[src/rtl/types_pkg.sv]
// Shared types and constants for the command serializer: the byte type,
// the status code reported on a response timeout, and the FSM state encoding.
package types_pkg;

    typedef logic [7:0] byte_t;

    localparam byte_t RESP_TIMEOUT_CODE = 8'hFF;

    typedef enum logic [2:0] {
        IDLE         = 3'd0,
        SEND_OP      = 3'd1,
        SEND_PAYLOAD = 3'd2,
        WAIT_RESP    = 3'd3,
        REPORT       = 3'd4
    } cmd_ser_state_t;

endpackage

[src/rtl/command_serializer.sv]
// Accepts one command (opcode + up to MAX_PAYLOAD_BYTES payload bytes), streams it
// out byte by byte, then optionally waits for a single response byte and reports it.
//
// Handshakes: every *_valid/*_ready pair transfers on a rising edge where both are
// high; a source keeps valid and data stable until that transfer happens.
module command_serializer
    import types_pkg::*;
#(
    parameter int MAX_PAYLOAD_BYTES = 48,
    parameter int TIMEOUT_CYCLES    = 1024,
    localparam int LEN_W            = $clog2(MAX_PAYLOAD_BYTES + 1)
) (
    input  logic                           clk,
    input  logic                           rst,

    input  logic                           cmd_s_valid,
    output logic                           cmd_s_ready,
    input  byte_t                          cmd_s_opcode,
    input  logic [MAX_PAYLOAD_BYTES*8-1:0] cmd_s_payload,
    input  logic [LEN_W-1:0]               cmd_s_length,
    input  logic                           cmd_s_noresp,

    output logic                           tx_m_valid,
    input  logic                           tx_m_ready,
    output byte_t                          tx_m_data,

    input  logic                           rx_s_valid,
    output logic                           rx_s_ready,
    input  byte_t                          rx_s_data,

    output logic                           status_m_valid,
    input  logic                           status_m_ready,
    output logic [7:0]                     status_m_data,
    output logic                           status_m_timeout,

    output logic                           busy,
    output cmd_ser_state_t                 dbg_state
);

    localparam int CNT_W = $clog2(TIMEOUT_CYCLES + 1);
    localparam logic [CNT_W-1:0] CNT_LAST = CNT_W'(TIMEOUT_CYCLES - 1);
    localparam logic [LEN_W-1:0] MAX_LEN  = LEN_W'(MAX_PAYLOAD_BYTES);

    cmd_ser_state_t   state_q, state_d;
    byte_t            opcode_q, opcode_d;
    byte_t            payload_q [MAX_PAYLOAD_BYTES];
    byte_t            payload_d [MAX_PAYLOAD_BYTES];
    logic [LEN_W-1:0] len_q, len_d;
    logic             noresp_q, noresp_d;
    logic [LEN_W-1:0] idx_q, idx_d;
    logic [CNT_W-1:0] cnt_q, cnt_d;
    byte_t            st_data_q, st_data_d;
    logic             st_timeout_q, st_timeout_d;

    logic           cmd_fire;
    logic           tx_fire;
    logic           rx_fire;
    cmd_ser_state_t post_send_state;

    // Every output is forced inactive while rst is high, including the cycle in
    // which reset is first sampled, so an abandoned frame never leaks a byte.
    assign cmd_s_ready      = !rst && (state_q == IDLE);
    assign tx_m_valid       = !rst && ((state_q == SEND_OP) || (state_q == SEND_PAYLOAD));
    assign rx_s_ready       = !rst && (state_q != REPORT);
    assign status_m_valid   = !rst && (state_q == REPORT);
    assign status_m_data    = rst ? 8'h00 : st_data_q;
    assign status_m_timeout = !rst && st_timeout_q;
    assign busy             = !rst && (state_q != IDLE);
    assign dbg_state        = state_q;

    assign cmd_fire = cmd_s_valid && cmd_s_ready;
    assign tx_fire  = tx_m_valid && tx_m_ready;
    assign rx_fire  = rx_s_valid && rx_s_ready;

    assign post_send_state = noresp_q ? IDLE : WAIT_RESP;

    always_comb begin
        tx_m_data = 8'h00;
        if (!rst) begin
            if (state_q == SEND_OP) begin
                tx_m_data = opcode_q;
            end else if (state_q == SEND_PAYLOAD) begin
                tx_m_data = payload_q[idx_q];
            end
        end
    end

    always_comb begin
        state_d      = state_q;
        opcode_d     = opcode_q;
        payload_d    = payload_q;
        len_d        = len_q;
        noresp_d     = noresp_q;
        idx_d        = idx_q;
        cnt_d        = cnt_q;
        st_data_d    = st_data_q;
        st_timeout_d = st_timeout_q;

        case (state_q)
            IDLE: begin
                if (cmd_fire) begin
                    opcode_d = cmd_s_opcode;
                    for (int i = 0; i < MAX_PAYLOAD_BYTES; i++) begin
                        payload_d[i] = cmd_s_payload[8*i +: 8];
                    end
                    len_d    = (cmd_s_length > MAX_LEN) ? MAX_LEN : cmd_s_length;
                    noresp_d = cmd_s_noresp;
                    idx_d    = '0;
                    cnt_d    = '0;
                    state_d  = SEND_OP;
                end
            end

            SEND_OP: begin
                if (tx_fire) begin
                    state_d = (len_q != '0) ? SEND_PAYLOAD : post_send_state;
                end
            end

            SEND_PAYLOAD: begin
                if (tx_fire) begin
                    if (idx_q == len_q - LEN_W'(1)) begin
                        state_d = post_send_state;
                    end else begin
                        idx_d = idx_q + LEN_W'(1);
                    end
                end
            end

            WAIT_RESP: begin
                // A response arriving on the last counted cycle beats the timeout.
                if (rx_fire) begin
                    st_data_d    = rx_s_data;
                    st_timeout_d = 1'b0;
                    state_d      = REPORT;
                end else if (cnt_q == CNT_LAST) begin
                    st_data_d    = RESP_TIMEOUT_CODE;
                    st_timeout_d = 1'b1;
                    state_d      = REPORT;
                end else begin
                    cnt_d = cnt_q + CNT_W'(1);
                end
            end

            REPORT: begin
                if (status_m_ready) begin
                    state_d = IDLE;
                end
            end

            default: begin
                state_d = IDLE;
            end
        endcase
    end

    always_ff @(posedge clk) begin
        if (rst) begin
            state_q      <= IDLE;
            opcode_q     <= '0;
            payload_q    <= '{default: '0};
            len_q        <= '0;
            noresp_q     <= 1'b0;
            idx_q        <= '0;
            cnt_q        <= '0;
            st_data_q    <= '0;
            st_timeout_q <= 1'b0;
        end else begin
            state_q      <= state_d;
            opcode_q     <= opcode_d;
            payload_q    <= payload_d;
            len_q        <= len_d;
            noresp_q     <= noresp_d;
            idx_q        <= idx_d;
            cnt_q        <= cnt_d;
            st_data_q    <= st_data_d;
            st_timeout_q <= st_timeout_d;
        end
    end

endmodule

[config.mk]
export PLATFORM = sky130hd
export DESIGN_NAME = command_serializer
export DESIGN_NICKNAME = d
export VERILOG_FILES = /design/src/rtl/types_pkg.sv /design/src/rtl/command_serializer.sv
export SDC_FILE = /design/constraint.sdc
export NUM_CORES = 1
export LEC_CHECK = 0
export ABC_AREA = 1
export CAP_MARGIN = 30
export CORE_UTILIZATION = 55
export CTS_CLUSTER_SIZE = 20
export DETAILED_ROUTE_END_ITERATION = 10
export PLACE_DENSITY = 0.89
export SLEW_MARGIN = 10
export SYNTH_ARGS = -nofsm -noshare
export SYNTH_HDL_FRONTEND = slang
export SYNTH_SLANG_ARGS = --single-unit
[constraint.sdc]
create_clock -name clk -period 4.2 [get_ports clk]
set_input_delay 0.84 -clock clk [delete_from_list [all_inputs] [get_ports clk]]
set_output_delay 0.84 -clock clk [all_outputs]
set_load 0.02 [all_outputs]
==> results.py <==
metrics = {
    "sta": {
        "setup_ws_ns": 0.04788,
        "period_share_pct": 98.86,
        "fin_crit_ns": 4.152,
        "rsz0062_at_grt": "no",
        "holdWs_ns": 0.4526,
        "max_slew.worst_pin.slew_ns": 0.8330,
        "setup_tns_ns": 0,
        "max_freq_mhz": 240.8,
        "slew_viol_final": 0,
        "hold_viol": 0,
        "fin_skew_ns": 0.01238,
        "finalSetupViolCount": 0,
        "slew_headroom_pct": 44.47,
    },
    "finish": {
        "synthToLayoutAreaGrowth_pct": 30.94,
        "finalNetCount": 3457,
        "drive_above_1_share_pct": 3.910,
        "fillers": 2497,
    },
    "detailed_routing": {
        "ant_nets": 0,
        "drtIter0Drc": 2261,
        "firstDrtPassIters": 6,
        "drc_errors": 0,
        "vias": 20540,
        "vias_per_cell": 5.833,
        "routed_wirelength_um": 65690,
        "wire_per_inst_um": 18.65,
    },
    "yosys": {
        "netlist_area_um2": 19140,
        "synth_edf_count": 0,
        "synthMostInstantiatedCell": "nand2_1",
        "ys.flop_type": "dfxtp_1",
        "synth_warnings": 0,
        "yosysTopAreaCell": "dfxtp_1",
        "synth_common_cells": "nand2_1 (675), dfxtp_1 (428), a21oi_1 (349)",
        "synth_top_area_share_pct": 44.78,
        "synth_nets": 3155,
        "synth.distinct_cells": 36,
        "yosys-top-cells-area": "dfxtp_1 (45%), nand2_1 (13%), a21oi_1 (9.1%)",
        "async_flop_share_pct": 0,
        "ys_ff_latch": 428,
        "ys_seq_area_share_pct": 44.78,
        "syn_area_per_cell_um2": 6.986,
        "synthCells": 2739,
    },
    "power": {
        "peakVddDrop_uv": 315.8,
        "power_switching_w": 0.004859,
        "p_sw_share_pct": 35.55,
        "power_density_nw_per_um2": 545.5,
        "power.internal_w": 0.008808,
        "leakage_nw": 10.25,
        "finalPower_w": 0.01367,
        "seq_power_share_pct": 37.2,
        "combPwrFrac_pct": 32.9,
        "power_frac_clock_pct": 29.9,
    },
    "global_route": {
        "grt_util_met1_pct": 42.75,
        "grt-ovfl-total": 0,
        "met2_usage_pct": 57.10,
        "use_met3_pct": 6.053,
        "busiest_layer": "met2",
        "antenna_found_initial": 6,
        "grt_pass1_wl_um": 99370,
        "grt_pass1_vias": 19160,
        "grt_max_degree": 198,
        "grtUsageTotal_pct": 34.95,
    },
    "placement": {
        "dpl.hpwl_um": 44490,
        "place_congestion": 0.9449,
        "dp_slack_ns": 0.6588,
        "port_buffers": 437,
    },
    "critical_path": {
        "cp-startpoint": "idx_q[1]$_SDFFE_PP0P_",
        "r2r-start": "idx_q[4]$_SDFFE_PP0P_",
        "worstPathRequired_ns": 3.36,
        "end_kind": "output pin",
        "critPathKind": "reg -> out",
        "crit_fanout": 22,
        "crit_arrival_ns": 3.31,
        "cp-start-kind": "flop",
    },
    "cts": {
        "postCtsHoldBufs": 0,
        "cts_tree": "yes",
        "clk_pin_slew_ns": 0.06,
        "post-cts-setup-buffers": 0,
        "h-tree-depth": 2,
        "clockBufferDepth": 3,
        "ctsResizeCount": 0,
        "cts_sinks": 428,
        "clk_latency_ns": 0.54,
        "root_buffer": "clkbuf_16",
        "numCtsBuffers": 45,
    },
    "floorplanning": {
        "coreArea_um2": 33870,
        "num_rows": 67,
        "die_w_um": 188.5,
        "io_pins": 438,
        "die_height_um": 188.5,
        "die_area_um2": 35540,
        "initial_core_util_pct": 56.50,
    },
    "hold_path": {
        "min_from": "payload_q[259]$_SDFFE_PP0P_",
        "hp-class": "reg -> reg",
    },
    "outcome": {
        "outcome": "complete, no violations",
    },
    "run": {
        "maxCapViolCount": 0,
    },
}
[critical path, cell delays in order, from the launching register on]
cell	delay, ns
dfxtp_4	0.39
clkinv_2	0.35
buf_4	0.36
a21oi_1	0.11
o21ai_0	0.13
nand3_1	0.10
nand3_1	0.07
nand2_1	0.08
nand3_1	0.19
nand2_1	0.18
nand2_1	0.09
nand2_1	0.11
clkdlybuf4s50_1	0.60
[power groups by stage]
| stage | Sequential [W] | Combinational [W] | Clock (W) |
|---|---|---|---|
| CTS | 0.00506 | 0.00436 | 0.00411 |
| floorplan | 0.00504 | 0.00291 | 0 |
| detailed placement | 0.00514 | 0.00433 | 0 |
| global placement | 0.00511 | 0.00423 | 0 |
| global route | 0.00513 | 0.00488 | 0.00427 |
| finish | 0.00508 | 0.00449 | 0.00409 |
[registers in the layout (all words and copies together) (netlist names)]
register      flops
st_timeout_q      1
idx_q             6
payload_q       384
dbg_state         3
noresp_q          1
len_q             6
cnt_q            11
st_data_q         8
opcode_q          8
[kinds of logic after synthesis]
family / Yosys count / share of synthesized area (%)
compound gates: 757 / 20.87
xor+xnor: 10 / 0.4577
flops: 428 / 44.78
buf+inv: 448 / 9.723
simple gates: 1093 / 23.98
fa+ha+maj: 3 / 0.1962
[cell usage in the layout (no fill, tap or decap), drive strengths merged, types with 3 or more instances in the layout]
cell type	instances
nand3	330
o22ai	6
o211ai	62
xnor2	3
ha	3
a21oi	350
clkinv	8
nor2	69
clkbuf	68
xor2	7
clkdlybuf4s50	437
diode	5
o21ai	329
buf	31
bufinv	6
nand4	6
o31ai	8
dfxtp	428
nand2	681
inv	228
[final cells by class]
cell class / count / area [um2] / share of cell area (%)
Tap cell: 448 / 560.5 / 2.237
Inverter: 234 / 893.4 / 3.565
Timing Repair Buffer: 469 / 4793 / 19.13
Clock inverter: 8 / 190.2 / 0.7590
Clock buffer: 67 / 1309 / 5.223
Multi-Input combinational cell: 1863 / 8721 / 34.80
Antenna cell: 5 / 12.51 / 0.04994
Sequential cell: 428 / 8577 / 34.23
[routing by layer]
layer | vias up | part of all wire [%] | routed length (um)
met5 | - | 0.020 | 13
met4 | 2 | 6.1 | 3988
met3 | 244 | 9.7 | 6398
met2 | 1235 | 47 | 31060
met1 | 9423 | 37 | 24230
li1 | 9639 | - | -
[worst paths after layout]
check | to | slack [ns] | cells past startpoint
max | tx_m_data[1] | 0.05 | 12
max reg2reg | idx_q[0]$_SDFFE_PP0P_ | 1.93 | 10
min reg2reg | payload_q[259]$_SDFFE_PP0P_ | 0.45 | 2
min | payload_q[259]$_SDFFE_PP0P_ | 0.45 | 2
[stage by stage]
| stage | util (%) | instances | instance area (um2) |
|---|---|---|---|
| global placement | 69.41 | 3441 | 23510 |
| detailed placement | 69.41 | 3441 | 23510 |
| finish | 73.98 | 3522 | 25060 |
| CTS | 73.84 | 3516 | 25010 |
| floorplan | - | 2739 | 19140 |
| global route | 73.98 | 3522 | 25060 |
Note: power is estimated with default switching activity, not from simulation.
==> RTL change 1: new RTL, config.mk and constraints unchanged <==
Change the parameter `MAX_PAYLOAD_BYTES` from 48 to 24.
--- a/src/rtl/command_serializer.sv
+++ b/src/rtl/command_serializer.sv
@@ -6,7 +6,7 @@
 module command_serializer
     import types_pkg::*;
 #(
-    parameter int MAX_PAYLOAD_BYTES = 48,
+    parameter int MAX_PAYLOAD_BYTES = 24,
     parameter int TIMEOUT_CYCLES    = 1024,
     localparam int LEN_W            = $clog2(MAX_PAYLOAD_BYTES + 1)
 ) (
Ports: changed (resized cmd_s_length and cmd_s_payload); port bits go from 438 to 245. The function was not compared with the original's and may differ.
==> RTL change 1 against the original RTL <==
Count of clock-buffer cells in the layout shrank 35. Via count shrank 46%. Global-route usage shrank 3.7 points. Critical endpoint is now tx_m_data[5]. Sequential cell count shrank 194. Sequential share of layout area shrank 0.16 points. Power shrank 46%. Clock skew shrank 0.0032 ns. Synthesized cell count shrank 45%. Sequential power shrank 46%. Wire length shrank 52%. Synthesized area shrank 45%. Worst setup slack gained 0.23 ns. Final area shrank 45%.
==> RTL change 1: results <==
final_layout:
  fillers: 1426
  seqCellArea_sq_um: 4690
  utilization_pct: 73.34
  clock_buffers: 32
synth:
  ys_ff_latch: 234
  seq_area_frac_synth_pct: 44.19
  ys_top_cells_by_area: "dfxtp_1 44%, nand2_1 13%, a21oi_1 9.5%"
  synth_common_cells: "354 x nand2_1, 234 x dfxtp_1, 201 x a21oi_1, 194 x o21ai_0, 189 x nand3_1"
run_status:
  status: "complete, no violations"
placement:
  dp_slack_ns: 0.4870
  place.gp.congestion: 0.9242
  io_buffers: 244
clock_network:
  cts_buffers: 24
  worst_skew_pair.late_latency_ns: 0.51
  htree_levels: 1
routing:
  wl_met2_um: 14590
  met1Wirelength_um: 13190
  via_per_inst: 5.673
worst_setup_path:
  critPathMaxStageDelay_ns: 0.53
  critPathMaxFanout: 27
  worstPathArrival_ns: 3.08
sta:
  relSlewSlack_pct: 45.15
global_route:
  grt_max_degree: 141
  grt_pass1_wl_um: 49980
  antenna_found_initial: 2
  grt_pass1_vias: 10100
power_and_ir_drop:
  irDropWorstVdd_uv: 346.0
  leakagePower_nw: 5.759
==> RTL change 1: stage by stage <==
step                      std cells  total power [mW]
after global placement         1900             5.247
final                          1945             7.349
after detailed placement       1900             5.317
after CTS                      1944             7.334
after floorplan                1513             4.470
after global routing           1945             7.753
==> RTL change 1: how the worst max path moves through the flow <==
| stage | start | end | slack, ns | cells past startpoint |
|---|---|---|---|---|
| 3_3_place_gp | rst | tx_m_data[7] | 0.52 | 5 |
| 3_5_place_dp | rst | tx_m_data[7] | 0.49 | 5 |
| 5_1_grt | idx_q[0] | tx_m_data[5] | 0.15 | 12 |
| 6_report | idx_q[0] | tx_m_data[5] | 0.28 | 12 |
| 4_1_cts | idx_q[0] | tx_m_data[5] | 0.32 | 12 |
| 2_1_floorplan | rst | tx_m_data[5] | 1.48 | 6 |
==> RTL change 1: cell families (layout without fill, tap and decap cells) <==
| family | count (synthesis) | in the layout | synth area share, % |
|---|---|---|---|
| XOR/XNOR | 5 | 5 | 0.4131 |
| AO/OA/AOI/OAI | 422 | 422 | 20.51 |
| other | 0 | 1 | 0 |
| buffers and inverters | 250 | 447 | 10.13 |
| adder cells (fa/ha/maj) | 3 | 3 | 0.3541 |
| AND/OR/NAND/NOR | 599 | 599 | 24.41 |
| flip-flops | 234 | 234 | 44.19 |
==> RTL change 1: layer usage <==
metal,vias to the layer above,track usage [%]
met5,-,0
met4,2,11.73
met1,5114,40.81
met2,489,51.90
met3,81,5.197
li1,5348,-
==> RTL change 1: where the power goes <==
group	total, mW	internal (mW)	leakage [nW]	switching (mW)
registers	2.74	2.58	1.92	0.158
clock network	2.03	1.14	0.374	0.884
logic	2.58	0.905	3.46	1.68
==> RTL change 2: new RTL, same settings <==
Without the edit above. Make the reset (`rst`) asynchronous in one clocked block.
--- a/src/rtl/command_serializer.sv
+++ b/src/rtl/command_serializer.sv
@@ -154,7 +154,7 @@
         endcase
     end
 
-    always_ff @(posedge clk) begin
+    always_ff @(posedge clk or posedge rst) begin
         if (rst) begin
             state_q      <= IDLE;
             opcode_q     <= '0;
Behaviour: differs if rst is asserted again (counterexample within 4 cycles, from zero or initial values and one cycle with rst high); with rst held inactive, the same outputs for 4 cycles.
==> RTL change 2 against the original RTL <==
Sequential power increased by 38%. Cell count increased by 5.1%. Sequential cell count stayed put. Wire length up 7.6%. Synthesized area increased by 9.1%. Worst setup slack improved by 0.033 ns. Count of clock-buffer cells in the layout grew 1. Non-clock buffer count up 7. Sequential share of layout area increased by 5.3 points. Power is 33% higher. Final area increased by 8.3%. Critical path type unchanged.
==> RTL change 2: results <==
run_status:
  status: "complete, no violations"
synth:
  synth_common_cells: "1228 x nand2_1, 428 x dfrtp_1, 251 x o21ai_0, 225 x inv_1, 172 x nand3_1"
  synthArstFlopShare_pct: 100.0
  synthAdderAreaFrac_pct: 0.1797
  synth-compound-area-share_pct: 9.424
  avgSynthCellArea_sq_um: 7.453
  ys_top_cells_by_area: "dfrtp_1 51%, nand2_1 22%, o21ai_0 6.0%"
  synthMuxAreaShare_pct: 0.05392
  ys.warnings.count: 0
  ys.flop_type: "dfrtp_1"
  syn_nets: 3218
  seq_area_frac_synth_pct: 51.29
  synth-xor-area-share_pct: 0.5452
  synth.distinct_cells: 39
placement:
  dp_slack_ns: 0.6916
  io_buffers: 437
  dpl.hpwl_um: 48730
  place.gp.congestion: 0.9369
power_and_ir_drop:
  leakagePower_nw: 13.19
  irDropWorstVdd_uv: 357.2
worst_setup_path:
  worstPathArrival_ns: 3.28
  critPathMaxFanout: 43
  cpMaxStageDelayCell: "clkdlybuf4s50_1"
  end_kind: "output port"
  r2r_slack_ns: 1.55
  ff2ff_path_depth: 10
  critPathMaxStageDelay_ns: 0.65
sta:
  period_share_pct: 98.08
  slew_viol_final: 0
  final.setup_skew_ns: 0.02254
  relSlewSlack_pct: 43.04
clock_network:
  worst_skew_pair.late_latency_ns: 0.57
  clkTransAtPathRegs_ns: 0.06
  htree_levels: 2
  cts_buffers: 44
  cts_buffer_depth: 3
  cts_root_buf: "clkbuf_16"
global_route:
  antenna_found_initial: 5
  grt_pass1_vias: 20180
  grt_max_degree: 127
  grt_usage_pct: 36.06
  grt_pass1_wl_um: 108600
final_layout:
  final_cells: 3701
  top_regs: "payload_q (384), cnt_q (11)"
  fillers: 2800
  fin_nets: 3569
  drive_gt1_share_pct: 4.301
routing:
  initialDrtViolationCount: 2395
  routed_wl_um: 70700
  firstDrtPassIters: 7
  vias: 20790
worst_hold_path:
  hold-path-cell-count: 2
  hp-class: "reg2reg"
## RTL change 2: power breakdown
group | total (mW) | switching (mW) | internal [mW] | leakage [nW]
combinational | 7.07 | 4.55 | 2.52 | 7.17
clock | 4.08 | 1.65 | 2.43 | 0.732
sequential | 6.99 | 0.971 | 6.02 | 5.29
total | 18.1 | 7.17 | 11.0 | 13.2
## RTL change 2: per-layer routing
| metal | up-vias | global-route usage [%] | share of wire [%] |
|---|---|---|---|
| met5 | - | 0 | 0 |
| met4 | 0 | 20.01 | 5.9 |
| met3 | 260 | 6.229 | 9.2 |
| met2 | 1268 | 58.04 | 47 |
| met1 | 9840 | 46.46 | 38 |
| li1 | 9417 | - | - |
## RTL change 2: final timing paths
path,start,endpoint
max,idx_q[0],tx_m_data[1]
min,payload_q[120],payload_q[120]
max reg2reg,dbg_state[1],payload_q[328]
min reg2reg,payload_q[120],payload_q[120]
max in group asynchronous,rst,opcode_q[1]
min in group asynchronous,rst,cnt_q[8]
## RTL change 2: cells by family (layout without fill, tap and decap cells)
logic type,Yosys count,after routing
multiplexers,1,1
other,0,5
buffers and inverters,404,787
flip-flops,428,428
XOR/XNOR,13,13
AO/OA/AOI/OAI,371,371
adder cells (fa/ha/maj),3,3
AND/OR/NAND/NOR,1582,1582
## RTL change 2: area by class of cell
| cell class | instances | area [sq um] | share of cell area (%) |
|---|---|---|---|
| diodes | 5 | 12.51 | 0.04609 |
| well taps | 511 | 639.4 | 2.355 |
| inverters | 233 | 890.9 | 3.282 |
| flip-flops and latches | 428 | 10720 | 39.49 |
| clock inverters | 10 | 163.9 | 0.6038 |
| repair buffers | 476 | 4952 | 18.24 |
| clock buffers | 68 | 1333 | 4.909 |
| multi-input cells | 1970 | 8434 | 31.07 |
## RTL change 2: metrics by stage
step	instance area, sq um	hold WS [ns]
after floorplan	20910	0.4436
after global placement	25530	0.4569
after detailed placement	25530	0.4600
after CTS	27020	0.4767
after global routing	27140	0.4914
final	27140	0.4782
## RTL change 2: critical path, delay by kind of cell, from the launching register on
family / cells / cell delay (ns)
AND/OR/NAND/NOR: 8 / 0.90
buffers and inverters: 3 / 0.97
AO/OA/AOI/OAI: 1 / 0.22
flip-flops: 1 / 0.56
## RTL change 2: repair_timing
item | CTS | global route
setup endpoints to repair | 0 | 8
setup buffers | 0 | 1
endpoints found under the hold margin | 0 | 0
resized for setup | 0 | 11
